File: config.mk
export PLATFORM = sky130hd
export DESIGN_NAME = lcd_text_driver
export DESIGN_NICKNAME = d
export VERILOG_FILES = /design/src/rtl/lcd_pkg.sv /design/src/rtl/lcd_tick_gen.sv /design/src/rtl/lcd_text_driver.sv
export SDC_FILE = /design/constraint.sdc
export NUM_CORES = 1
export LEC_CHECK = 0
export ABC_CLOCK_PERIOD_IN_PS = 3700
export CAP_MARGIN = 10
export CORE_ASPECT_RATIO = 0.75
export CORE_MARGIN = 5
export CORE_UTILIZATION = 40
export CTS_BUF_LIST = sky130_fd_sc_hd__clkbuf_8
export DETAILED_ROUTE_END_ITERATION = 8
export GPL_TIMING_DRIVEN = 0
export PLACE_DENSITY = 0.56
export RECOVER_POWER = 25
export SYNTH_ARGS = -nofsm -noshare
export SYNTH_HDL_FRONTEND = slang
export SYNTH_HIERARCHICAL = 1
export SYNTH_SLANG_ARGS = --single-unit
File: constraint.sdc
create_clock -name clk -period 3.7 [get_ports clk]
set_input_delay 0.925 -clock clk [delete_from_list [all_inputs] [get_ports clk]]
set_output_delay 0.925 -clock clk [all_outputs]
set_load 0.05 [all_outputs]
File: src/rtl/lcd_pkg.sv
// rtl/lcd_pkg.sv - HD44780 command bytes, row base addresses and FSM states for lcd_text_driver
package lcd_pkg;

  localparam logic [7:0] FUNC_8B2L = 8'h38;
  localparam logic [7:0] DISP_ON   = 8'h0C;
  localparam logic [7:0] CLEAR     = 8'h01;
  localparam logic [7:0] ENTRY_INC = 8'h06;
  localparam logic [7:0] SET_DDRAM = 8'h80;

  typedef enum logic [1:0] {
    ST_PWR,
    ST_INIT,
    ST_ROW_ADDR,
    ST_CHAR
  } lcd_state_e;

  // Rows 2 and 3 of a 4-line panel continue rows 0 and 1 in DDRAM.
  function automatic logic [6:0] row_base(input logic [1:0] row, input logic [6:0] cols);
    case (row)
      2'd0:    row_base = 7'h00;
      2'd1:    row_base = 7'h40;
      2'd2:    row_base = cols;
      default: row_base = 7'h40 + cols;
    endcase
  endfunction

  function automatic logic [7:0] init_cmd(input logic [1:0] idx);
    case (idx)
      2'd0:    init_cmd = FUNC_8B2L;
      2'd1:    init_cmd = DISP_ON;
      2'd2:    init_cmd = CLEAR;
      default: init_cmd = ENTRY_INC;
    endcase
  endfunction

endpackage

File: src/rtl/lcd_tick_gen.sv
// rtl/lcd_tick_gen.sv - one-clk step enable every CLK_HZ/TICK_HZ system clocks
module lcd_tick_gen #(
  parameter int CLK_HZ  = 50_000_000,
  parameter int TICK_HZ = 400
) (
  input  logic clk,
  input  logic resetn,
  output logic tick
);

  localparam int DIV = CLK_HZ / TICK_HZ;
  localparam int CW  = $clog2(DIV);
  localparam logic [CW-1:0] LAST = CW'(DIV - 1);

  logic [CW-1:0] r_cnt;

  always_ff @(posedge clk) begin
    if (!resetn) begin
      r_cnt <= '0;
    end else if (r_cnt == LAST) begin
      r_cnt <= '0;
    end else begin
      r_cnt <= r_cnt + 1'b1;
    end
  end

  assign tick = (r_cnt == LAST);

endmodule

File: src/rtl/lcd_text_driver.sv
// rtl/lcd_text_driver.sv - ROWS x COLS text buffer continuously refreshed onto an HD44780 panel
module lcd_text_driver
  import lcd_pkg::*;
#(
  parameter int CLK_HZ   = 50_000_000,
  parameter int TICK_HZ  = 400,
  parameter int COLS     = 16,
  parameter int ROWS     = 2,
  parameter int PWR_WAIT = 20
) (
  input  logic                                     clk,
  input  logic                                     resetn,
  input  logic                                     wr_en,
  input  logic [((ROWS > 1) ? $clog2(ROWS) : 1)-1:0] wr_row,
  input  logic [$clog2(COLS):0]                    wr_col,
  input  logic [7:0]                               wr_char,
  output logic                                     ready,
  output logic                                     frame_done,
  output logic                                     LCD_ON,
  output logic                                     LCD_RS,
  output logic                                     LCD_EN,
  output logic                                     LCD_RW,
  output logic [7:0]                               LCD_DATA
);

  localparam int ROW_W = (ROWS > 1) ? $clog2(ROWS) : 1;
  localparam int COL_W = $clog2(COLS) + 1;
  localparam logic [ROW_W-1:0] ROW_LAST = ROW_W'(ROWS - 1);
  localparam logic [COL_W-1:0] COL_LAST = COL_W'(COLS - 1);
  localparam logic [15:0]      PWR_LAST = 16'(PWR_WAIT - 1);

  logic w_tick;

  lcd_tick_gen #(.CLK_HZ(CLK_HZ), .TICK_HZ(TICK_HZ)) u_tick (
    .clk    (clk),
    .resetn (resetn),
    .tick   (w_tick)
  );

  logic [7:0]       r_buf [ROWS][COLS];
  lcd_state_e       r_state, w_state;
  logic             r_hold, w_hold;
  logic [15:0]      r_pwr_cnt, w_pwr_cnt;
  logic [1:0]       r_init_idx, w_init_idx;
  logic [ROW_W-1:0] r_row, w_row;
  logic [COL_W-1:0] r_col, w_col;
  logic             r_en, w_en, r_rs, w_rs, r_on;
  logic             r_ready, w_ready, r_frame_done, w_frame_done;
  logic [7:0]       r_data, w_data, w_rd_char;

  // Out-of-range addresses match no cell, so they are dropped without extra decode.
  always_ff @(posedge clk) begin
    for (int r = 0; r < ROWS; r++) begin
      for (int c = 0; c < COLS; c++) begin
        if (!resetn) begin
          r_buf[r][c] <= 8'h20;
        end else if (wr_en && wr_row == r[ROW_W-1:0] && wr_col == c[COL_W-1:0]) begin
          r_buf[r][c] <= wr_char;
        end
      end
    end
  end

  // A write landing on the SETUP edge itself must still reach this frame.
  always_comb begin
    w_rd_char = 8'h20;
    for (int r = 0; r < ROWS; r++) begin
      for (int c = 0; c < COLS; c++) begin
        if (r_row == r[ROW_W-1:0] && r_col == c[COL_W-1:0]) begin
          w_rd_char = r_buf[r][c];
        end
      end
    end
    if (wr_en && wr_row == r_row && wr_col == r_col) begin
      w_rd_char = wr_char;
    end
  end

  always_comb begin
    w_state      = r_state;
    w_hold       = r_hold;
    w_pwr_cnt    = r_pwr_cnt;
    w_init_idx   = r_init_idx;
    w_row        = r_row;
    w_col        = r_col;
    w_en         = r_en;
    w_rs         = r_rs;
    w_data       = r_data;
    w_ready      = r_ready;
    w_frame_done = 1'b0;
    if (w_tick) begin
      if (r_state == ST_PWR) begin
        if (r_pwr_cnt == PWR_LAST) begin
          w_state   = ST_INIT;
          w_pwr_cnt = '0;
        end else begin
          w_pwr_cnt = r_pwr_cnt + 16'd1;
        end
      end else begin
        w_hold = ~r_hold;
        w_en   = ~r_hold;
        if (!r_hold) begin
          w_rs = (r_state == ST_CHAR);
          case (r_state)
            ST_INIT:     w_data = init_cmd(r_init_idx);
            ST_ROW_ADDR: w_data = SET_DDRAM | {1'b0, row_base(2'(r_row), 7'(COLS))};
            default:     w_data = w_rd_char;
          endcase
        end else begin
          case (r_state)
            ST_INIT: begin
              if (r_init_idx == 2'd3) begin
                w_state = ST_ROW_ADDR;
                w_row   = '0;
                w_ready = 1'b1;
              end else begin
                w_init_idx = r_init_idx + 2'd1;
              end
            end
            ST_ROW_ADDR: begin
              w_state = ST_CHAR;
              w_col   = '0;
            end
            default: begin
              if (r_col == COL_LAST) begin
                w_col   = '0;
                w_state = ST_ROW_ADDR;
                if (r_row == ROW_LAST) begin
                  w_row        = '0;
                  w_frame_done = 1'b1;
                end else begin
                  w_row = r_row + 1'b1;
                end
              end else begin
                w_col = r_col + 1'b1;
              end
            end
          endcase
        end
      end
    end
  end

  always_ff @(posedge clk) begin
    if (!resetn) begin
      r_state      <= ST_PWR;
      r_hold       <= 1'b0;
      r_pwr_cnt    <= '0;
      r_init_idx   <= '0;
      r_row        <= '0;
      r_col        <= '0;
      r_en         <= 1'b0;
      r_rs         <= 1'b0;
      r_data       <= 8'h00;
      r_on         <= 1'b0;
      r_ready      <= 1'b0;
      r_frame_done <= 1'b0;
    end else begin
      r_state      <= w_state;
      r_hold       <= w_hold;
      r_pwr_cnt    <= w_pwr_cnt;
      r_init_idx   <= w_init_idx;
      r_row        <= w_row;
      r_col        <= w_col;
      r_en         <= w_en;
      r_rs         <= w_rs;
      r_data       <= w_data;
      r_on         <= 1'b1;
      r_ready      <= w_ready;
      r_frame_done <= w_frame_done;
    end
  end

  assign ready      = r_ready;
  assign frame_done = r_frame_done;
  assign LCD_ON     = r_on;
  assign LCD_RS     = r_rs;
  assign LCD_EN     = r_en;
  assign LCD_RW     = 1'b0;
  assign LCD_DATA   = r_data;

endmodule

---- After elaboration in Yosys (flattened, before gate mapping) ----
Memory sizes are Yosys's and may differ from the RTL's.
Index checks and enable logic that the tools add are counted.
Widths: inputs -> output; s select.
operators by class
  add/subtract/negate cells ............... 5
  equality and inequality tests ........... 43
  multiplexer cells ....................... 180
  bitwise gates (word level) .............. 42
  reductions and logical operators ........ 85
operators by type and width
  operator               number
  $mux 8                 65
  $mux 1                 102
  $eq 5x4->1 const B     16
  $logic_and 1x1->1      68
  $eq 5x3->1 const B     8
  $or 1x1->1             32
  $eq 5x2->1 const B     4
  $pmux 6 s3             1
  $add 17x1->17 const B  1
  $eq 17x17->1 const B   1
  $add 16x1->16 const B  1
  $eq 16x5->1 const B    1
  $mux 16                1
  $pmux 8 s2             1
  $reduce_and 5->1       3
  $pmux 7 s2             1
  $eq 5x1->1 const B     2
  $logic_not 5->1        2
  $mux 2                 5
  $not 1->1              10
  $pmux 5 s2             1
  $eq 2x2->1 const B     4
  $reduce_or 7->1        1
  $reduce_and 6->1       1
  19 further kinds       23
word-level totals
  register bits after elaboration ......... 56
  memory bits (writable) .................. 256
  input port bits ......................... 17
  logic and storage cells ................. 368
  memories ................................ 1
memory list
  name   depth  bits a word  rd ports  clocked after memory_dff  wr ports  line                   source
  r_buf  2      128          2         0                         2         lcd_text_driver.sv:40  logic [7:0] r_buf [ROWS][COLS];

---- Logic depth before layout (Yosys ltp) ----
Gate-level depths: netlist (run 1).
  word-level depth ........................ 36
  gate-level depth with buffers ........... 12

---- Cells and area by module ----
The synthesis (run 1) kept the hierarchy.
modules (own cells, without submodules)
  module           instances  cells each  area an instance (µm²)  sequential area each (µm²)
  lcd_text_driver  1          1445        15049.4                 8468.1
  lcd_tick_gen     1          89          805.8                   340.3

---- Worst setup path after synthesis (run 1) ----
Ideal clock, no wire load.
  path type ............................... input-to-reg
  start ................................... input port wr_col[0]
  end ..................................... memory r_buf[0][40] in the netlist's numbering (enable)
  library setup time ...................... 0.384 ns
  data arrival time ....................... 2.548 ns
  required time ........................... 3.316 ns
  setup slack ............................. 0.768 ns
  stages .................................. 5
  path through ............................ or3b_2 > clkbuf_1 > clkbuf_1 > clkbuf_1 > o21ai_0
RTL lines
  what         line                   source
  from (decl)  lcd_text_driver.sv:15  input logic [$clog2(COLS):0] wr_col,
  to (decl)    lcd_text_driver.sv:40

==> qor.csv, run 1 <==
stage;metric;value;unit
run_status;status;finished with violations;
run_status;violations;setup timing;
floorplan;coreArea;39330;µm²
yosys;synth_edf_count;256;
sta;fin_crit_sh;101.7;%
yosys;synthTopCellsByArea;edfxtp_1, dfxtp_1, and2_1, nand2_1, nor2_1;
critical_path;crit_slowest_cell;clkbuf_1;
yosys;yosysMostFrequentCell;edfxtp_1;
clock_network;cts_tree;yes;
yosys;yosysTopAreaCellShare;48.48;%
floorplan;rows;63;
yosys;ys_seq_area_share;55.56;%
final_layout;fin_util;45.45;%
clock_network;root_buffer;clkbuf_8;
critical_path;path_class;in2reg;
yosys;synth.largest_area_cell;edfxtp_1;
hold_path;holdPathEnd;u_tick/r_cnt[0];
yosys;ys_top_cells_by_count;edfxtp_1, and2_1, nand2_1, nor2_1, clkbuf_1;
job;max_cap_violations;0;
place;post_dp_cell_area;16870;µm²
critical_path;cp_common_cell;clkbuf_1;
yosys;async_flop_share;0;%
place;place_ws;-0.8660;ns
clock_network;cts_made_buffers;51;
drt;wl;58.28;mm
sta;setup_ws;-0.06257;ns
drt;drc;0;
yosys;synth-main-ff-cell;edfxtp_1;
sta;fmax;0.2658;GHz
sta;fin_worst_skew;0.02286;ns
floorplan;design.die.area;43760;µm²
critical_path;reg2reg_from;r_col[0];
clock_network;clk_pin_slew;0.06;ns
drt;dr.pass1.iters;5;
critical_path;crit_chain;clkdlybuf4s50_1 -> or3_1 -> clkbuf_1 -> clkbuf_1 -> clkbuf_1 -> o21ai_0 -> buf_2;
critical_path;critPathLaunchType;primary input;
clock_network;holdBufCountCts;0;
grt;grt_pass1_vias;12550;
critical_path;r2r_cells;10;
floorplan;die_h;182.4;µm
grt;grt_max_degree;14;
hold_path;hp-start;u_tick/r_cnt[0];
hold_path;hp-class;reg2reg;
grt;grt_pass1_wl;84.50;mm
clock_network;cts_buffer_depth;3;
critical_path;critical-path-max-stage-delay;0.70;ns
sta;tightest_slew;1.212;ns
sta;fin_tns_setup;-0.6661;ns
sta;final-max-slew-violation-count;0;
critical_path;cp_max_fo;10;
yosys;synthesis.nets;1566;
critical_path;end_kind;flop;
sta;rsz0062_at_grt;true;
drt;vias_per_cell;6.095;
place;io_buffer_count;27;
final_layout;nets;1664;
grt;grt_overflow_total;0;
drt;drtAntennaViolNets;0;
critical_path;r2r-end;LCD_DATA[6];
yosys;syn_avg_cell_area;10.34;µm²
clock_network;clock_latency;0.63;ns
final_layout;drive_gt1_share;9.085;%
sta;setup_viol;24;
grt;antenna_found_initial;1;
power;vdd_drop_max;0.2460;mV
final_layout;final_area;17880;µm²
critical_path;cp_data_required_time;4.06;ns
power;power_density;402.6;nW/µm²
sta;hold_viol;0;
drt;vias;13370;
yosys;yosysWarnings;6;
floorplan;io_pins;31;
floorplan;dieWidth;239.9;µm
power;power;7197;µW
critical_path;critPathArrivalTime;4.13;ns
yosys;ys_seq_elements;312;
floorplan;start_util;40.31;%
sta;period_minus_slack;3.763;ns
power;p_leak;0.006022;µW
clock_network;htree_levels;2;
place;hpwl;41.86;mm
yosys;yosysUniqueCellTypes;87;
hold_path;worstHoldPathCells;1;
sta;relSlewSlack;18.33;%
place;gp_congestion;0.9682;
grt;grt_use_total;25.94;%
yosys;syn_area;15860;µm²
clock_network;cts_sinks;312;
final_layout;n_antenna_cell;0;
critical_path;reg2reg_slack;-0.06;ns
drt;wl_per_cell;26.57;µm
yosys;synth_cells;1534;
drt;drt-initial-drc-count;1926;
final_layout;syn_to_final_growth;12.75;%
worst max-delay path, delay by kind of cell:
family	cells	cell delay, ns
buffers and inverters	5	2.66
and+or+nand+nor	1	0.16
AOI/OAI and AO/OA	1	0.36
report_power, final:
part	total (µW)	internal [µW]	switching, µW
Combinational	344	74.0	270
Sequential	4020	3950	73.7
Clock	2830	1350	1480
routing by layer:
| metal | vias to the layer above | wire, µm | part of all wire [%] | track usage [%] |
|---|---|---|---|---|
| met5 | - | 8 | 0.014 | 0 |
| met2 | 820 | 22640 | 39 | 34.33 |
| li1 | 5849 | - | - | - |
| met1 | 6570 | 25820 | 44 | 39.67 |
| met3 | 126 | 8083 | 14 | 9.548 |
| met4 | 2 | 1720 | 3.0 | 6.965 |
timing repair:
item / CTS / global route
endpoints found under the setup margin: 40 / 29
resized for setup: 25 / 19
pin swaps: 0 / 1
setup buffers: 0 / 1
kinds of logic after synthesis:
logic type / Yosys count / synth area share (%)
other: 1 / 0.02365
AOI/OAI and AO/OA: 301 / 12.89
muxes: 4 / 0.2683
buffers and inverters: 142 / 3.930
xor gates and xnor gates: 34 / 1.878
DFF: 312 / 55.56
and+or+nand+nor: 725 / 24.27
adders and majority gates: 15 / 1.184
area by class of cell:
type                       instances  area, µm²
tap                              520      650.6
multi-input combinational       1080       6504
timing repair buffer              48      387.9
clock inverter                    43      203.9
sequential                       312       8808
clock buffer                      51      701.9
buffer                           120      549.3
fill                            3755      21460
inverter                          19      71.32
cell usage in the layout, fill, tap and decap left out, types with 8 or more instances in the layout:
master           instances
o211ai_1                14
o22ai_1                 22
clkinv_1                16
o21ai_1                 11
clkbuf_1                85
clkdlybuf4s50_1         15
xor2_1                  13
and3_1                  15
dlygate4sd3_1           12
a211oi_1                 9
nor3_1                  90
clkbuf_8                52
dfxtp_1                 56
buf_2                   27
or4_1                    9
a31oi_1                 11
nor2_1                 123
buf_4                    8
a221o_1                 11
or3_1                   14
and2_0                  45
edfxtp_1               256
a221oi_1                13
nand2b_1                 8
nand3_1                 45
a22oi_1                 12
nand2_1                144
ha_1                    15
nor4_1                  20
and2_1                 133
o21ai_0                 69
nand4_1                 25
xnor2_1                 21
a21oi_1                 57
inv_1                   38
o221ai_1                15
nor2b_1                 12
clkbuf_2                12
flip-flops by register name, summed over array words and instances (netlist names):
name	count
u_tick/r_cnt	17
ready	1
r_init_idx	2
LCD_RS	1
r_pwr_cnt	16
LCD_ON	1
LCD_DATA	8
r_buf	256
frame_done	1
r_state	2
LCD_EN	1
r_row	1
r_col	5
how the worst max path moves through the flow:
stage | depth (start not counted) | slack (ns) | from | end
floorplan | 5 | 0.77 | wr_col[0] | r_buf[0][40]
global placement | 6 | -0.94 | wr_col[1] | r_buf[0][47]
detailed placement | 6 | -0.87 | wr_col[1] | r_buf[0][109]
CTS | 11 | 0.006 | r_col[1] | LCD_DATA[2]
global route | 10 | -0.03 | r_col[0] | LCD_DATA[4]
finish | 7 | -0.06 | wr_col[0] | r_buf[0][60]
metrics by stage:
stage,hold WS [ns],cells
4_1_cts,0.4517,2190
2_1_floorplan,0.4175,1534
3_5_place_dp,0.4407,2098
5_1_grt,0.4686,2193
6_report,0.4475,2193
3_3_place_gp,0.4284,2081
Power figures use the tool's default switching activity.
==> run 2, diff against run 1 <==
--- a/config.mk
+++ b/config.mk
@@ -13,7 +13,8 @@
 export CTS_BUF_LIST = sky130_fd_sc_hd__clkbuf_8
 export DETAILED_ROUTE_END_ITERATION = 8
 export GPL_TIMING_DRIVEN = 0
-export PLACE_DENSITY = 0.56
+export HOLD_SLACK_MARGIN = 0.02
+export PLACE_DENSITY_LB_ADDON = 0.05
 export RECOVER_POWER = 25
 export SYNTH_ARGS = -nofsm -noshare
 export SYNTH_HDL_FRONTEND = slang
==> run 2 against run 1 <==
Net effect: the flow still finishes with violations (setup timing); critical endpoint is now LCD_DATA[2]; register-to-register slack about the same; flip-flop and latch count unchanged; via count decreased by 0.35%; largest cell class unchanged; power increased by 3.5%; sequential share of layout area decreased by 0.38 points; core utilization increased by 0.35 points; maximum frequency decreased by 0.35%.
==> qor.csv, run 2 (synthesized netlist as in run 1, its figures left out) <==
stage;metric;value;unit;change
grt;grt_use_total;27.06;%;+1.1 points
power;seq_power_share;54.1;%;-1.8 points
final_layout;final_cell_mix;edfxtp_1, nand2_1, and2_1;;
floorplan;rows;63;;unchanged
clock_network;cts_tree;yes;;
drt;drc;0;;unchanged
sta;hold_viol;0;;unchanged
drt;wl_per_cell;27.53;µm;+3.6%
final_layout;largest-register;r_buf;;
drt;drtAntennaViolNets;0;;unchanged
clock_network;cts_made_buffers;51;;unchanged
critical_path;cp_max_fo;10;;unchanged
clock_network;cts_sinks;312;;unchanged
drt;vias;13320;;-0.35%
sta;relSlewSlack;20.39;%;+2.1 points
power;vdd_drop_max;0.2650;mV;+7.7%
clock_network;cts_buffer_depth;3;;unchanged
run_status;violations;setup timing;;
sta;rsz0062_at_grt;true;;
clock_network;root_buffer;clkbuf_8;;
sta;final-max-slew-violation-count;0;;unchanged
grt;antenna_found_initial;4;;+3
final_layout;drive_gt1_share;10.56;%;+1.5 points
critical_path;r2r_cells;11;;+1
sta;period_minus_slack;3.776;ns;+0.01302 ns
grt;grt_overflow_total;0;;unchanged
power;power_density;413.4;nW/µm²;+2.7%
drt;wl;60.45;mm;+3.7%
critical_path;reg2reg_slack;-0.08;ns;about the same
sta;setup_ws;-0.07559;ns;-0.01302 ns
critical_path;crit_slowest_cell;nor4_4;;
clock_network;htree_levels;2;;unchanged
place;io_buffer_count;27;;unchanged
drt;dr.pass1.iters;6;;+1
grt;grt_pass1_vias;12490;;-0.53%
clock_network;clock_latency;0.62;ns;about the same
job;max_cap_violations;0;;unchanged
hold_path;holdPathEnd;u_tick/r_cnt[0];;
final_layout;n_antenna_cell;0;;unchanged
critical_path;r2r-end;LCD_DATA[2];;
final_layout;final_area;18010;µm²;+0.77%
power;clockPowerShare;41.2;%;+1.9 points
floorplan;design.die.area;43760;µm²;unchanged
grt;grt_max_degree;14;;unchanged
critical_path;cp_common_cell;clkbuf_2;;
hold_path;worstHoldPathCells;1;;unchanged
final_layout;syn_to_final_growth;13.62;%;
floorplan;dieWidth;239.9;µm;unchanged
power;switching_power;1857;µW;+1.9%
place;post_dp_cell_area;16850;µm²;-0.13%
run_status;status;finished with violations;;
critical_path;crit_chain;inv_1 -> ha_1 -> buf_2 -> clkbuf_2 -> clkbuf_2 -> a221o_1 -> a22oi_2 -> nand4_1 -> nor4_4 -> a211o_1 -> a21oi_1;;
final_layout;reg_top3;r_buf: 256 flops, u_tick/r_cnt: 17 flops, r_pwr_cnt: 16 flops;;
final_layout;nets;1667;;+0.18%
sta;fin_worst_skew;0.03581;ns;+0.01296 ns
critical_path;end_kind;flop;;
sta;fmax;0.2649;GHz;-0.35%
power;p_int;5590;µW;+4.0%
place;hpwl;43.56;mm;+4.1%
clock_network;holdBufCountCts;0;;unchanged
critical_path;critical-path-max-stage-delay;0.49;ns;-0.21 ns
final_layout;layout_commonest_cell;edfxtp_1;;
final_layout;largest_reg_flops;256;;unchanged
floorplan;coreArea;39330;µm²;unchanged
drt;drt-initial-drc-count;1902;;-1.2%
hold_path;hp-start;u_tick/r_cnt[0];;
power;power;7447;µW;+3.5%
power;pwr-share-comb;4.7;%;about the same
critical_path;cp_data_required_time;4.17;ns;+0.11 ns
sta;setup_viol;19;;-21%
clock_network;clk_pin_slew;0.07;ns;about the same
critical_path;path_class;reg2reg;;
critical_path;reg2reg_from;r_col[1];;
floorplan;io_pins;31;;unchanged
power;p_leak;0.006127;µW;+1.7%
critical_path;critPathArrivalTime;4.25;ns;+0.12 ns
power;sw_frac_of_total;24.94;%;-0.38 points
hold_path;hp-class;reg2reg;;
floorplan;die_h;182.4;µm;unchanged
floorplan;start_util;40.31;%;unchanged
sta;tightest_slew;1.182;ns;-0.03053 ns
sta;fin_crit_sh;102.0;%;+0.35 points
place;gp_congestion;0.9832;;+1.5%
critical_path;critPathLaunchType;flop;;
drt;vias_per_cell;6.066;;-0.49%
grt;grt_pass1_wl;87.16;mm;+3.2%
-- run 2: cell count changes in the layout (fill, tap and decap cells not counted), sizes merged --
| cell | before | now |
|---|---|---|
| bufinv | 1 | 3 |
| clkdlybuf4s50 | 15 | 14 |
| inv | 38 | 36 |
| clkinvlp | 3 | 2 |
| clkdlybuf4s15 | 0 | 1 |
| dlygate4sd3 | 12 | 13 |
| clkbuf | 150 | 151 |
| clkinv | 20 | 18 |
| buf | 42 | 46 |
-- run 2: area by class of cell --
type / count / area [µm²]
Clock buffer: 54 / 743.2
Clock inverter: 40 / 252.7
Sequential cell: 312 / 8808
Tap cell: 520 / 650.6
Inverter: 19 / 75.07
Multi-Input combinational cell: 1080 / 6504
Timing Repair Buffer: 52 / 420.4
Buffer: 119 / 560.5
Fill cell: 3838 / 21320
-- run 2: worst max-delay path, delay by kind of cell (launching register included) --
| family | cells | cell delay, ns |
|---|---|---|
| buffers and inverters | 4 | 1.03 |
| adders and majority gates | 1 | 0.23 |
| AOI/OAI and AO/OA | 4 | 1.12 |
| and+or+nand+nor | 2 | 0.77 |
| DFF | 1 | 0.47 |
-- run 2: repair_timing --
item,CTS,global route
endpoints found under the setup margin,81,52
gates resized for setup,29,25
buffers inserted,0,5
-- run 2: worst max path at each step --
stage | start | endpoint | slack [ns] | cells after the start
5_1_grt | wr_col[1] | r_buf[0][78] | -0.04 | 7
6_report | r_col[1] | LCD_DATA[2] | -0.08 | 11
4_1_cts | r_col[1] | LCD_DATA[5] | -0.03 | 9
3_5_place_dp | wr_col[1] | r_buf[0][47] | -0.97 | 6
2_1_floorplan | wr_col[0] | r_buf[0][40] | 0.77 | 5
3_3_place_gp | wr_col[1] | r_buf[0][76] | -1.13 | 6
-- run 2: stage by stage --
stage | TNS (ns) | hold slack [ns] | util [%] | std cells | setup WS, ns
final | -0.4047 | 0.4483 | 45.80 | 2196 | -0.07559
after global routing | -0.5933 | 0.4646 | 45.80 | 2196 | -0.04302
after CTS | -0.03952 | 0.4538 | 45.55 | 2187 | -0.03101
after detailed placement | -128.22 | 0.4395 | 42.84 | 2094 | -0.9691
after global placement | -162.93 | 0.4307 | 42.65 | 2081 | -1.130
after floorplan | 0 | 0.4175 | - | 1534 | 0.7679
-- run 2: power groups by stage --
stage,clock network [µW],registers (µW),logic [µW]
floorplan,0,4060,155
global placement,0,4100,319
detailed placement,0,4100,328
CTS,3110,4030,332
global route,3290,4040,359
finish,3070,4030,347
-- run 2: per-layer routing --
layer | routed length (µm) | vias up | share of wire (%) | track usage [%]
li1 | - | 5864 | - | -
met1 | 28090 | 6608 | 46 | 42.81
met2 | 24110 | 751 | 40 | 35.95
met3 | 6817 | 97 | 11 | 7.494
met4 | 1429 | 0 | 2.4 | 7.373
met5 | 0 | - | 0 | 0
